**src/rtl/fifo_protocol_monitor.sv**
```systemverilog
// fifo_protocol_monitor: passive protocol checker for NUM_CH synchronous FIFOs.
// It keeps a shadow occupancy per channel and flags push-while-full,
// pop-while-empty and full/empty flag inconsistencies. Violations are recorded
// in sticky flags, a saturating counter and a first-error capture register.
// Ports:
//   clk, rst          clock, asynchronous active-high reset
//   push, pop         per-channel push/pop strobes observed at the FIFO
//   full, empty       per-channel status flags reported by the FIFO
//   clear             synchronous clear of all error state (occupancy kept)
//   occ_sel, occ_out  combinational read of one channel's shadow occupancy
//   err_type_sticky   per-code sticky OR across channels
//                     {empty_mismatch, full_mismatch, pop_empty, push_full}
//   err_chan_sticky   per-channel sticky violation flag
//   viol_count        saturating total violation count
//   first_err_*       capture of the first violation (channel, code)
//   err_irq           one-cycle pulse when a capture is taken
module fifo_protocol_monitor #(
  parameter int unsigned NUM_CH   = 2,
  parameter int unsigned DEPTH    = 8,
  parameter int unsigned CNT_W    = 16,
  parameter int unsigned PASSTHRU = 1,
  localparam int unsigned SEL_W   = (NUM_CH > 1) ? $clog2(NUM_CH) : 1,
  localparam int unsigned OCC_W   = $clog2(DEPTH + 1)
) (
  input  logic              clk,
  input  logic              rst,
  input  logic [NUM_CH-1:0] push,
  input  logic [NUM_CH-1:0] pop,
  input  logic [NUM_CH-1:0] full,
  input  logic [NUM_CH-1:0] empty,
  input  logic              clear,
  input  logic [SEL_W-1:0]  occ_sel,
  output logic [OCC_W-1:0]  occ_out,
  output logic [3:0]        err_type_sticky,
  output logic [NUM_CH-1:0] err_chan_sticky,
  output logic [CNT_W-1:0]  viol_count,
  output logic              first_err_valid,
  output logic [SEL_W-1:0]  first_err_chan,
  output logic [1:0]        first_err_code,
  output logic              err_irq
);

  localparam int unsigned V_W   = $clog2(4 * NUM_CH + 1);
  localparam int unsigned SUM_W = CNT_W + V_W;
  localparam logic        PT    = (PASSTHRU != 0);
  localparam logic [CNT_W-1:0] CNT_MAX = '1;

  logic [OCC_W-1:0]  occ_q [NUM_CH];
  logic [OCC_W-1:0]  occ_d [NUM_CH];
  logic [3:0]        viol  [NUM_CH];
  logic [NUM_CH-1:0] at_full, at_empty, inc, dec;

  logic [V_W-1:0]    v_cnt;
  logic [3:0]        v_type;
  logic [NUM_CH-1:0] v_chan;
  logic              win_found;
  logic [SEL_W-1:0]  win_chan;
  logic [1:0]        win_code;

  logic [CNT_W-1:0]  base_cnt;
  logic              base_valid;
  logic [SUM_W-1:0]  cnt_sum;
  logic [CNT_W-1:0]  cnt_d;
  logic              capture;

  // Per-channel checks and shadow occupancy update (clamped, never wraps).
  always_comb begin
    at_full  = '0;
    at_empty = '0;
    inc      = '0;
    dec      = '0;
    for (int i = 0; i < NUM_CH; i++) begin
      at_full[i]  = (occ_q[i] == OCC_W'(DEPTH));
      at_empty[i] = (occ_q[i] == '0);
      viol[i][0]  = push[i] & full[i] & ~(PT & pop[i]);
      viol[i][1]  = pop[i] & empty[i];
      viol[i][2]  = full[i] != at_full[i];
      viol[i][3]  = empty[i] != at_empty[i];
      inc[i]      = push[i] & (~full[i] | (PT & pop[i]));
      // The shadow count must be nonzero too, so it can never underflow.
      dec[i]      = pop[i] & ~empty[i] & ~at_empty[i];
      occ_d[i]    = occ_q[i];
      if (inc[i] && !dec[i] && !at_full[i]) begin
        occ_d[i] = occ_q[i] + OCC_W'(1);
      end else if (dec[i] && !inc[i]) begin
        occ_d[i] = occ_q[i] - OCC_W'(1);
      end
    end
  end

  // Violation tally and first-error priority: lowest channel, then lowest code.
  always_comb begin
    v_cnt     = '0;
    v_type    = '0;
    v_chan    = '0;
    win_found = 1'b0;
    win_chan  = '0;
    win_code  = '0;
    for (int i = 0; i < NUM_CH; i++) begin
      for (int c = 0; c < 4; c++) begin
        if (viol[i][c]) begin
          v_cnt     = v_cnt + V_W'(1);
          v_type[c] = 1'b1;
          v_chan[i] = 1'b1;
          if (!win_found) begin
            win_found = 1'b1;
            win_chan  = SEL_W'(i);
            win_code  = 2'(c);
          end
        end
      end
    end
  end

  // A clear acts as if the error state were zero before this cycle's violations.
  always_comb begin
    base_cnt   = clear ? '0 : viol_count;
    base_valid = clear ? 1'b0 : first_err_valid;
    cnt_sum    = SUM_W'(base_cnt) + SUM_W'(v_cnt);
    cnt_d      = (cnt_sum > SUM_W'(CNT_MAX)) ? CNT_MAX : cnt_sum[CNT_W-1:0];
    capture    = ~base_valid & win_found;
  end

  // Selected shadow occupancy; out-of-range selects read as zero.
  always_comb begin
    occ_out = '0;
    for (int i = 0; i < NUM_CH; i++) begin
      if (occ_sel == SEL_W'(i)) occ_out = occ_q[i];
    end
  end

  // State registers.
  always_ff @(posedge clk or posedge rst) begin
    if (rst) begin
      for (int i = 0; i < NUM_CH; i++) occ_q[i] <= '0;
      err_type_sticky <= '0;
      err_chan_sticky <= '0;
      viol_count      <= '0;
      first_err_valid <= 1'b0;
      first_err_chan  <= '0;
      first_err_code  <= '0;
      err_irq         <= 1'b0;
    end else begin
      for (int i = 0; i < NUM_CH; i++) occ_q[i] <= occ_d[i];
      err_type_sticky <= (clear ? 4'b0 : err_type_sticky) | v_type;
      err_chan_sticky <= (clear ? '0 : err_chan_sticky) | v_chan;
      viol_count      <= cnt_d;
      err_irq         <= capture;
      if (capture) begin
        first_err_valid <= 1'b1;
        first_err_chan  <= win_chan;
        first_err_code  <= win_code;
      end else if (clear) begin
        first_err_valid <= 1'b0;
        first_err_chan  <= '0;
        first_err_code  <= '0;
      end
    end
  end

endmodule

```
**config.mk**
```make
export PLATFORM = sky130hd
export DESIGN_NAME = fifo_protocol_monitor
export DESIGN_NICKNAME = d
export VERILOG_FILES = /design/src/rtl/fifo_protocol_monitor.sv
export SDC_FILE = /design/constraint.sdc
export NUM_CORES = 1
export LEC_CHECK = 0
export CAP_MARGIN = 10
export CORE_MARGIN = 2
export CORE_UTILIZATION = 54
export CTS_CLUSTER_SIZE = 12
export DETAILED_ROUTE_END_ITERATION = 12
export PLACE_DENSITY = 0.8
export SLEW_MARGIN = 20
export SYNTH_ARGS = -nofsm -noshare
export SYNTH_HDL_FRONTEND = slang
export SYNTH_SLANG_ARGS = --single-unit
```
**constraint.sdc**
```tcl
create_clock -name clk -period 9.16 [get_ports clk]
set_clock_uncertainty 0.05 [all_clocks]
set_input_delay 1.832 -clock clk [delete_from_list [all_inputs] [get_ports clk]]
set_output_delay 1.832 -clock clk [all_outputs]
set_load 0.01 [all_outputs]
```
After elaboration in Yosys (flattened, before gate mapping)

Index checks and enable logic that the tools add are counted.

Output and inout port bits: 31
Latch bits: 0
Bits in read-only memories: 0
Input port bits: 12
Memories: 0
Register bits: 35
Bits in writable memories: 0

Shifts and indexed selects: 0
Reduce and logical (&&, ||, !) cells: 17
Muxes and demuxes: 64
Bitwise logic cells: 26
Multiply operators: 0
Div/mod/pow operators: 0
Add/subtract/negate cells: 12
Order comparisons: 1
Eq/ne operators: 6

Operator list:

| operator                                              | count |
|---|---|
| two-way mux 4 bit                                     | 13 |
| adder 4 x 1 -> 4 bit (second input constant)          | 9 |
| two-way mux 1 bit                                     | 34 |
| two-way mux 16 bit                                    | 2 |
| two-way mux 2 bit                                     | 15 |
| adder 16 x 4 -> 17 bit                                | 1 |
| > comparator 17 x 16 -> 1 bit (second input constant) | 1 |
| bitwise AND 1 bit                                     | 13 |
| NOT 1 bit                                             | 9 |
| == test 4 bit (second input constant)                 | 2 |
| logical NOT 4 bit                                     | 2 |
| subtractor 4 x 1 -> 4 bit (second input constant)     | 2 |
| logical AND 1 bit                                     | 6 |
| logical NOT 1 bit                                     | 6 |
| nonzero test 2 bit                                    | 3 |
| != test 1 bit                                         | 4 |
| bitwise OR 4 bit                                      | 1 |
| bitwise OR 1 bit                                      | 2 |
| bitwise OR 2 bit                                      | 1 |

Logic depth before layout (Yosys ltp)

Gate-level depths: netlist of run 1.

Depth in word-level cells: 20
Gate-level depth with buffers: 26
Gate-level depth less buffers: 26

Worst setup path after synthesis of run 1

OpenSTA, ideal clock, no wires.

Path kind: input -> register
Start: input port pop[0]
End: register viol_count[10]
Library setup time: 83 ps
Path buffers: 1
Path slack: 1932 ps
Data arrival time: 7096 ps
Stages: 22
Path through: mux2_2 > and3_1 > or2_2 > ha_1 > mux2_2 > ha_1 > xor2_1 > nor2_1 > o31a_1 > ha_1 > or4_1 > o2111ai_1 > a31oi_1 > or3_1 > o2bb2ai_1 > ha_1 > a21oi_1 > nor3b_1 > nor2b_1 > nand3_1 > clkbuf_1 > o21ai_0

Cells in the longest elaborated chain, start to end: 20

Ends and longest elaborated chain:

| item                          | line | text |
|---|---|---|
| start: declaration            | 28   | `input logic [NUM_CH-1:0] pop,` |
| NOT 1 bit                     | 75   | `viol[i][0] = push[i] & full[i] & ~(PT & pop[i]);` |
| bitwise AND 1 bit             | 75   |  |
| two-way mux 1 bit             | 101  | `if (viol[i][c]) begin` |
| adder 4 x 1 -> 4 bit          | 102  | `v_cnt = v_cnt + V_W'(1);` |
| two-way mux 4 bit (*)         | 101  |  |
| adder 4 x 1 -> 4 bit          | 102  |  |
| two-way mux 4 bit (*)         | 101  |  |
| adder 4 x 1 -> 4 bit          | 102  |  |
| [... 5 more ...]              | n/a  |  |
| adder 4 x 1 -> 4 bit          | 102  |  |
| two-way mux 4 bit (*)         | 101  |  |
| adder 4 x 1 -> 4 bit          | 102  |  |
| two-way mux 4 bit (*)         | 101  |  |
| adder 16 x 4 -> 17 bit (*)    | 119  | `cnt_sum = SUM_W'(base_cnt) + SUM_W'(v_cnt);` |
| > comparator 17 x 16 -> 1 bit | 120  | `cnt_d = (cnt_sum > SUM_W'(CNT_MAX)) ? CNT_MAX : cnt_sum[CNT_W-1:0];` |
| two-way mux 16 bit (*)        | 120  |  |
| net cnt_d[10]                 | 63   | `logic [CNT_W-1:0] cnt_d;` |
| end signal: assignment        | 147  | `viol_count <= cnt_d;` |
| end: declaration              | 36   | `output logic [CNT_W-1:0] viol_count,` |

Mark *: on every way through the listed nets, which the timed path passes. The rest lies on a longest branch.
A chain may end at the register's enable or synchronous reset.

Worst setup path in the final report of run 1

Start: input port pop[0]
End: register viol_count[5]

Same word-level chain as after synthesis.

==> metrics.cfg, run 1 <==
[yosys]
synth.largest_area_cell=dfrtp_1
seq_area_frac_synth_pct=31.55
syn_area_per_cell_sq_um=8.569
ys.flop_type=dfrtp_1
yosysWarningCount=0
netlist_top_cells_count=37 x nand2_1, 35 x dfrtp_1, 23 x o21ai_0
yosys-top-cells-area=dfrtp_1 32%, xnor2_1 6.6%, ha_1 6.3%, nand2_1 5.0%, o21ai_0 4.1%
synth_cells=324
synth_seq_cells=35
synth-edff-count=0
yosysTopAreaCellShare_pct=31.55
synth_cell_types=52
synth.most_common_cell=nand2_1
mappedNetlistArea_sq_mm=0.002776
syn-num-nets=353
synth-async-reset-ratio_pct=100.0

[critical_path]
r2r_start=occ_q[5]
crit_path_end_kind=flop
start_kind=input port
cp.arrival_ps=8370
crit_required_ps=9310
worstPathMaxFanout=15
crit_start=pop[0]
worstSetupPathType=input port to flop

[power_and_ir_drop]
p_sw_uw=401.8
total_power_uw=929.4
power_density_mw_per_mm2=279.0
swShare_pct=43.24
seqPwrFrac_pct=26.5
ir_worst_vdd_uv=155.5
p_leak_uw=0.001416
clock_power_share_pct=12.1
p_int_uw=527.5
combPwrFrac_pct=61.4

[placement]
gp_congestion=0.9100
portBuffers=42
dp_hpwl_um=4680
dpl_worst_slack_ps=682.0

[die]
rows=26
start_util_pct=55.06
die_x_um=75.71
ios=43
die_h_um=75.71
fp.coreArea_sq_mm=0.005042
dieArea_sq_mm=0.005731

[global_routing]
overflow=0
grt_max_degree=36
antenna_found_initial=0
grt_pass1_vias=2279
grt_pass1_wl_um=10270
grtUsageTotal_pct=23.16

[timing]
fin_setup_tns_ps=0
finalHoldViolations=0
max_freq_ghz=0.1216
final-max-slew-violation-count=0
fin_crit_sh_pct=89.79
setup_ws_ps=935.4
rsz0062_at_grt=false
worst-slew-pin-transition_ps=939.3
period_minus_slack_ps=8225
slew_headroom_pct=36.93
finalSetupViolations=0

[finish]
fin_util_pct=66.05
nets=391
area_growth_pct=19.96
fillerInstances=418
seqCellArea_sq_um=875.8
drive_above_1_share_pct=6.077
multi_input_area_sq_mm=0.001784
diodes=0

[clocking]
cts.htree.levels=2
cts_resized=0
path_clk_slew_ps=70
root_buffer=clkbuf_8
tritoncts=done
clock_sinks=35
clock_path_buffers=2
postCtsSetupRepairBufs=0
cts_buffers=5
ctsHoldBuffers=0
clk_latency_ps=280

[routing]
via_count=2523
drtIter0Drc=171
wire_per_inst_um=14.49
totalWireLength_um=6261
drt_first_pass_iters=4
ant_nets=0
drt-vias-per-instance=5.840
drcViolationCount=0

[status]
status=finished clean

[hold_path]
holdCritStartpoint=err_type_sticky[2]
min_path_type=flop to flop

[run]
cap_violations=0

-- power groups by stage --
| stage | clock, uW | sequential, uW | combinational [uW] |
|---|---|---|---|
| 3_5_place_dp | 0 | 249 | 568 |
| 5_1_grt | 122 | 253 | 642 |
| 6_report | 113 | 246 | 571 |
| 2_1_floorplan | 0 | 246 | 422 |
| 4_1_cts | 113 | 246 | 571 |
| 3_3_place_gp | 0 | 247 | 556 |
-- worst paths after layout --
path                                       to  slack [ps]  cells past startpoint
setup / recovery                viol_count[5]         940                     23
hold / removal             err_type_sticky[2]         470                      1
setup reg to reg                viol_count[5]        1880                     23
hold reg to reg            err_type_sticky[2]         470                      1
max in group asynchronous       viol_count[5]        6860                      3
min in group asynchronous   first_err_code[0]        1890                      3
-- cell families (layout without fill, tap and decap cells) --
logic type      count (synthesis)  count (layout)  synth area share (%)
fa+ha+maj                      17              17                 8.472
compound gates                 79              79                 18.57
simple gates                  123             123                 23.16
mux                            11              11                 4.326
xor+xnor                       30              30                 9.735
flops                          35              35                 31.55
buf+inv                        29              67                 4.191
-- per-stage QoR --
step                hold WS [ps]  area, sq um  std cells
floorplan                  437.5         2776        324
global placement           449.5         3243        425
detailed placement         446.7         3243        425
CTS                        462.1         3331        432
global route               488.9         3331        432
finish                     467.1         3331        432
-- placed cells by master, fill, tap and decap left out, types with 3 or more instances in the layout --
cell,count
nor3_1,10
and2_1,5
a31oi_1,7
mux2_2,8
ha_1,14
nor2b_1,10
xor2_1,8
nand2_1,37
a21o_1,4
clkbuf_8,6
a21oi_1,16
xnor2_1,21
o211ai_1,5
nand3_1,13
inv_1,15
fa_1,3
clkdlybuf4s50_1,42
nor4_1,3
mux2i_1,3
nor2_1,16
dfrtp_1,35
or3_1,6
o31a_1,4
and3_1,3
o2111ai_1,4
nand2b_1,6
o21ai_0,23
-- metal layers --
metal	GRT usage [%]	vias up	part of all wire, %
met1	29.53	1217	44
met3	5.291	4	4.0
met4	5.068	0	0.86
li1	-	1234	-
met2	40.19	68	51
met5	0	-	0
-- worst max-delay path, cell delays in order --
cell and delay, ps:
clkdlybuf4s50_1 530, nand3b_1 220, and2_1 200, ha_1 430, inv_1 130, ha_1 330
mux2_2 320, ha_1 330, xor2_1 160, nor2_1 70, o31a_1 300, ha_1 260
or4_1 550, o2111ai_1 150, a31oi_1 130, or3_1 360, o2bb2ai_1 130, ha_1 360
a21oi_1 100, nor3b_1 450, nor2b_1 340, nand3_1 470, o21ai_0 210
-- layout make-up --
type,instances,area share (%)
multi-input cells,260,53.57
flip-flops and latches,35,26.30
repair buffers,44,13.07
well taps,70,2.630
clock buffers,6,2.479
inverters,16,1.803
clock inverters,1,0.1503
-- flip-flops by register name (all words and copies together), names as in the netlist --
name,flops
first_err_chan,1
first_err_valid,1
occ_q,8
err_irq,1
err_chan_sticky,2
viol_count,16
err_type_sticky,4
first_err_code,2
(Power assumes the default switching activity.)
==> inputs of run 2 (changes only) <==
--- a/config.mk
+++ b/config.mk
@@ -5,6 +5,7 @@
 export SDC_FILE = /design/constraint.sdc
 export NUM_CORES = 1
 export LEC_CHECK = 0
+export ABC_CLOCK_PERIOD_IN_PS = 9160
 export CAP_MARGIN = 10
 export CORE_MARGIN = 2
 export CORE_UTILIZATION = 54
==> results of run 2 <==
Final layout, timing and power as in run 1 (identical DEF).
==> inputs of run 3 (changes only) <==
--- a/config.mk
+++ b/config.mk
@@ -11,6 +11,7 @@
 export CORE_UTILIZATION = 54
 export CTS_CLUSTER_SIZE = 12
 export DETAILED_ROUTE_END_ITERATION = 12
+export MAX_ROUTING_LAYER = met4
 export PLACE_DENSITY = 0.8
 export SLEW_MARGIN = 20
 export SYNTH_ARGS = -nofsm -noshare
==> run 3 against run 2 <==
- total power about the same
- setup slack lost 10 ps
- maximum frequency decreased by 0.12%
- register-to-register slack barely moved
- non-clock buffer count did not move
- via count shrank 0.55%
==> metrics.cfg, run 3 (same netlist as run 1, synthesis figures left out) <==
[hold_path]
hold_path_depth=1
holdCritStartpoint=err_type_sticky[2]
min_path_type=flop to flop
hold_end=err_type_sticky[2]

[finish]
seqCellArea_sq_um=875.8
area_growth_pct=19.96
top_register=viol_count
layout_commonest_cell=clkdlybuf4s50_1
final_cell_mix=42 x clkdlybuf4s50_1, 37 x nand2_1, 35 x dfrtp_1, 23 x o21ai_0, 21 x xnor2_1
fillerInstances=418
nets=391
top_regs=viol_count (16), occ_q (8), err_type_sticky (4)
largest_reg_flops=16
finalInstanceArea_sq_mm=0.003331
multi_input_area_sq_mm=0.001784
drive_above_1_share_pct=6.077
diodes=0

[clocking]
clock_sinks=35
ctsHoldBuffers=0
clk_latency_ps=280
tritoncts=done
cts_resized=0
root_buffer=clkbuf_8
path_clk_slew_ps=70
postCtsSetupRepairBufs=0
clock_path_buffers=2
cts_buffers=5
cts.htree.levels=2

[die]
die_h_um=75.71
die_x_um=75.71
ios=43
rows=26
dieArea_sq_mm=0.005731
fp.coreArea_sq_mm=0.005042
start_util_pct=55.06

[global_routing]
antenna_found_initial=0
overflow=0
met2_usage_pct=40.19
grt_pass1_wl_um=10260
grt_pass1_vias=2284
met3_usage_pct=5.291
grtUsageTotal_pct=23.84
grt-busiest-layer=met2
grt_max_degree=36
grt_use_met1_pct=29.45

[timing]
final-max-slew-violation-count=0
finalHoldViolations=0
fin_setup_tns_ps=0
max_freq_ghz=0.1214
worst-slew-pin-transition_ps=945.8
period_minus_slack_ps=8235
finalSetupViolations=0
fin_crit_sh_pct=89.90
slew_headroom_pct=36.50
rsz0062_at_grt=false

[placement]
portBuffers=42
place_area_sq_mm=0.003243
dp_hpwl_um=4680
gp_congestion=0.9257

[critical_path]
cp.arrival_ps=8380
rr_endpoint=viol_count[5]
crit_path_end_kind=flop
critPathMostFrequentCell=ha_1
critical_path.top_delay_family=simple AND/OR/NAND/NOR gates
crit_required_ps=9310
start_kind=input port
r2r_cells=23
worstSetupPathType=input port to flop
path_buf_inv=2
timing.reg2reg.setup_slack_ps=1880
crit_path_cell_trace=clkdlybuf4s50_1 > nand3b_1 > and2_1 > ha_1 > inv_1 > ha_1 > mux2_2 > ha_1 > xor2_1 > nor2_1 > o31a_1 > ha_1 > or4_1 > o2111ai_1 > a31oi_1 > or3_1 > o2bb2ai_1 > ha_1 > a21oi_1 > nor3b_1 > nor2b_1 > nand3_1 > o21ai_0
worstPathMaxFanout=15
slowest_delay_ps=550
crit_slowest_cell=or4_1
r2r_start=occ_q[4]

[routing]
drcViolationCount=0
drtIter0Drc=172
drt_first_pass_iters=4
drt-vias-per-instance=5.808
totalWireLength_um=6226
via_count=2509
ant_nets=0
wire_per_inst_um=14.41

[power_and_ir_drop]
ir_worst_vdd_uv=155.8
p_leak_uw=0.001416
power_density_mw_per_mm2=279.0

[run]
cap_violations=0

[status]
status=finished clean

[run 3: how the worst max path moves through the flow]
| stage | startpoint | to | depth (start not counted) |
|---|---|---|---|
| after floorplan | pop[0] | viol_count[10] | 22 |
| after global placement | pop[0] | viol_count[9] | 22 |
| after detailed placement | pop[0] | viol_count[5] | 22 |
| after CTS | pop[0] | viol_count[5] | 23 |
| after global routing | pop[0] | viol_count[10] | 23 |
| final | pop[0] | viol_count[5] | 23 |
[run 3: cell type report]
cell class / instances / share of cell area (%)
clock buffer: 6 / 2.479
clock inverter: 1 / 0.1503
inverter: 16 / 1.803
multi-input combinational: 260 / 53.57
sequential: 35 / 26.30
tap: 70 / 2.630
timing repair buffer: 44 / 13.07
[run 3: worst register-to-register path: stages, from the launching register on]
cell	delay, ps
dfrtp_1	500
or4b_2	750
xor2_1	220
inv_1	90
ha_1	430
inv_1	130
ha_1	330
mux2_2	320
ha_1	330
xor2_1	160
nor2_1	70
o31a_1	300
ha_1	260
or4_1	550
o2111ai_1	150
a31oi_1	130
or3_1	360
o2bb2ai_1	130
ha_1	360
a21oi_1	100
nor3b_1	460
nor2b_1	340
nand3_1	470
o21ai_0	210
[run 3: metal layers]
layer  vias up  wire [um]
li1       1234          -
met1      1203       2778
met2        68       3144
met3         4        249
met4         0         54
met5         -          0
[run 3: power by group]
group / switching (uW) / internal [uW] / total (uW)
clock network: 53.6 / 59.0 / 113
registers: 50.4 / 196 / 246
logic: 298 / 273 / 571
total: 402 / 528 / 929
[run 3: per-stage QoR]
stage                     utilization (%)  hold slack [ps]  power (uW)  setup slack [ps]  instances
after floorplan                         -            437.5       667.4              1932        324
after global placement              64.32            449.5       803.6             926.3        425
after detailed placement            64.32            446.7       817.0             682.0        425
after CTS                           66.05            462.1       930.8             967.2        432
after global routing                66.05            488.9        1017             412.7        432
final                               66.05            467.1       929.3             925.3        432
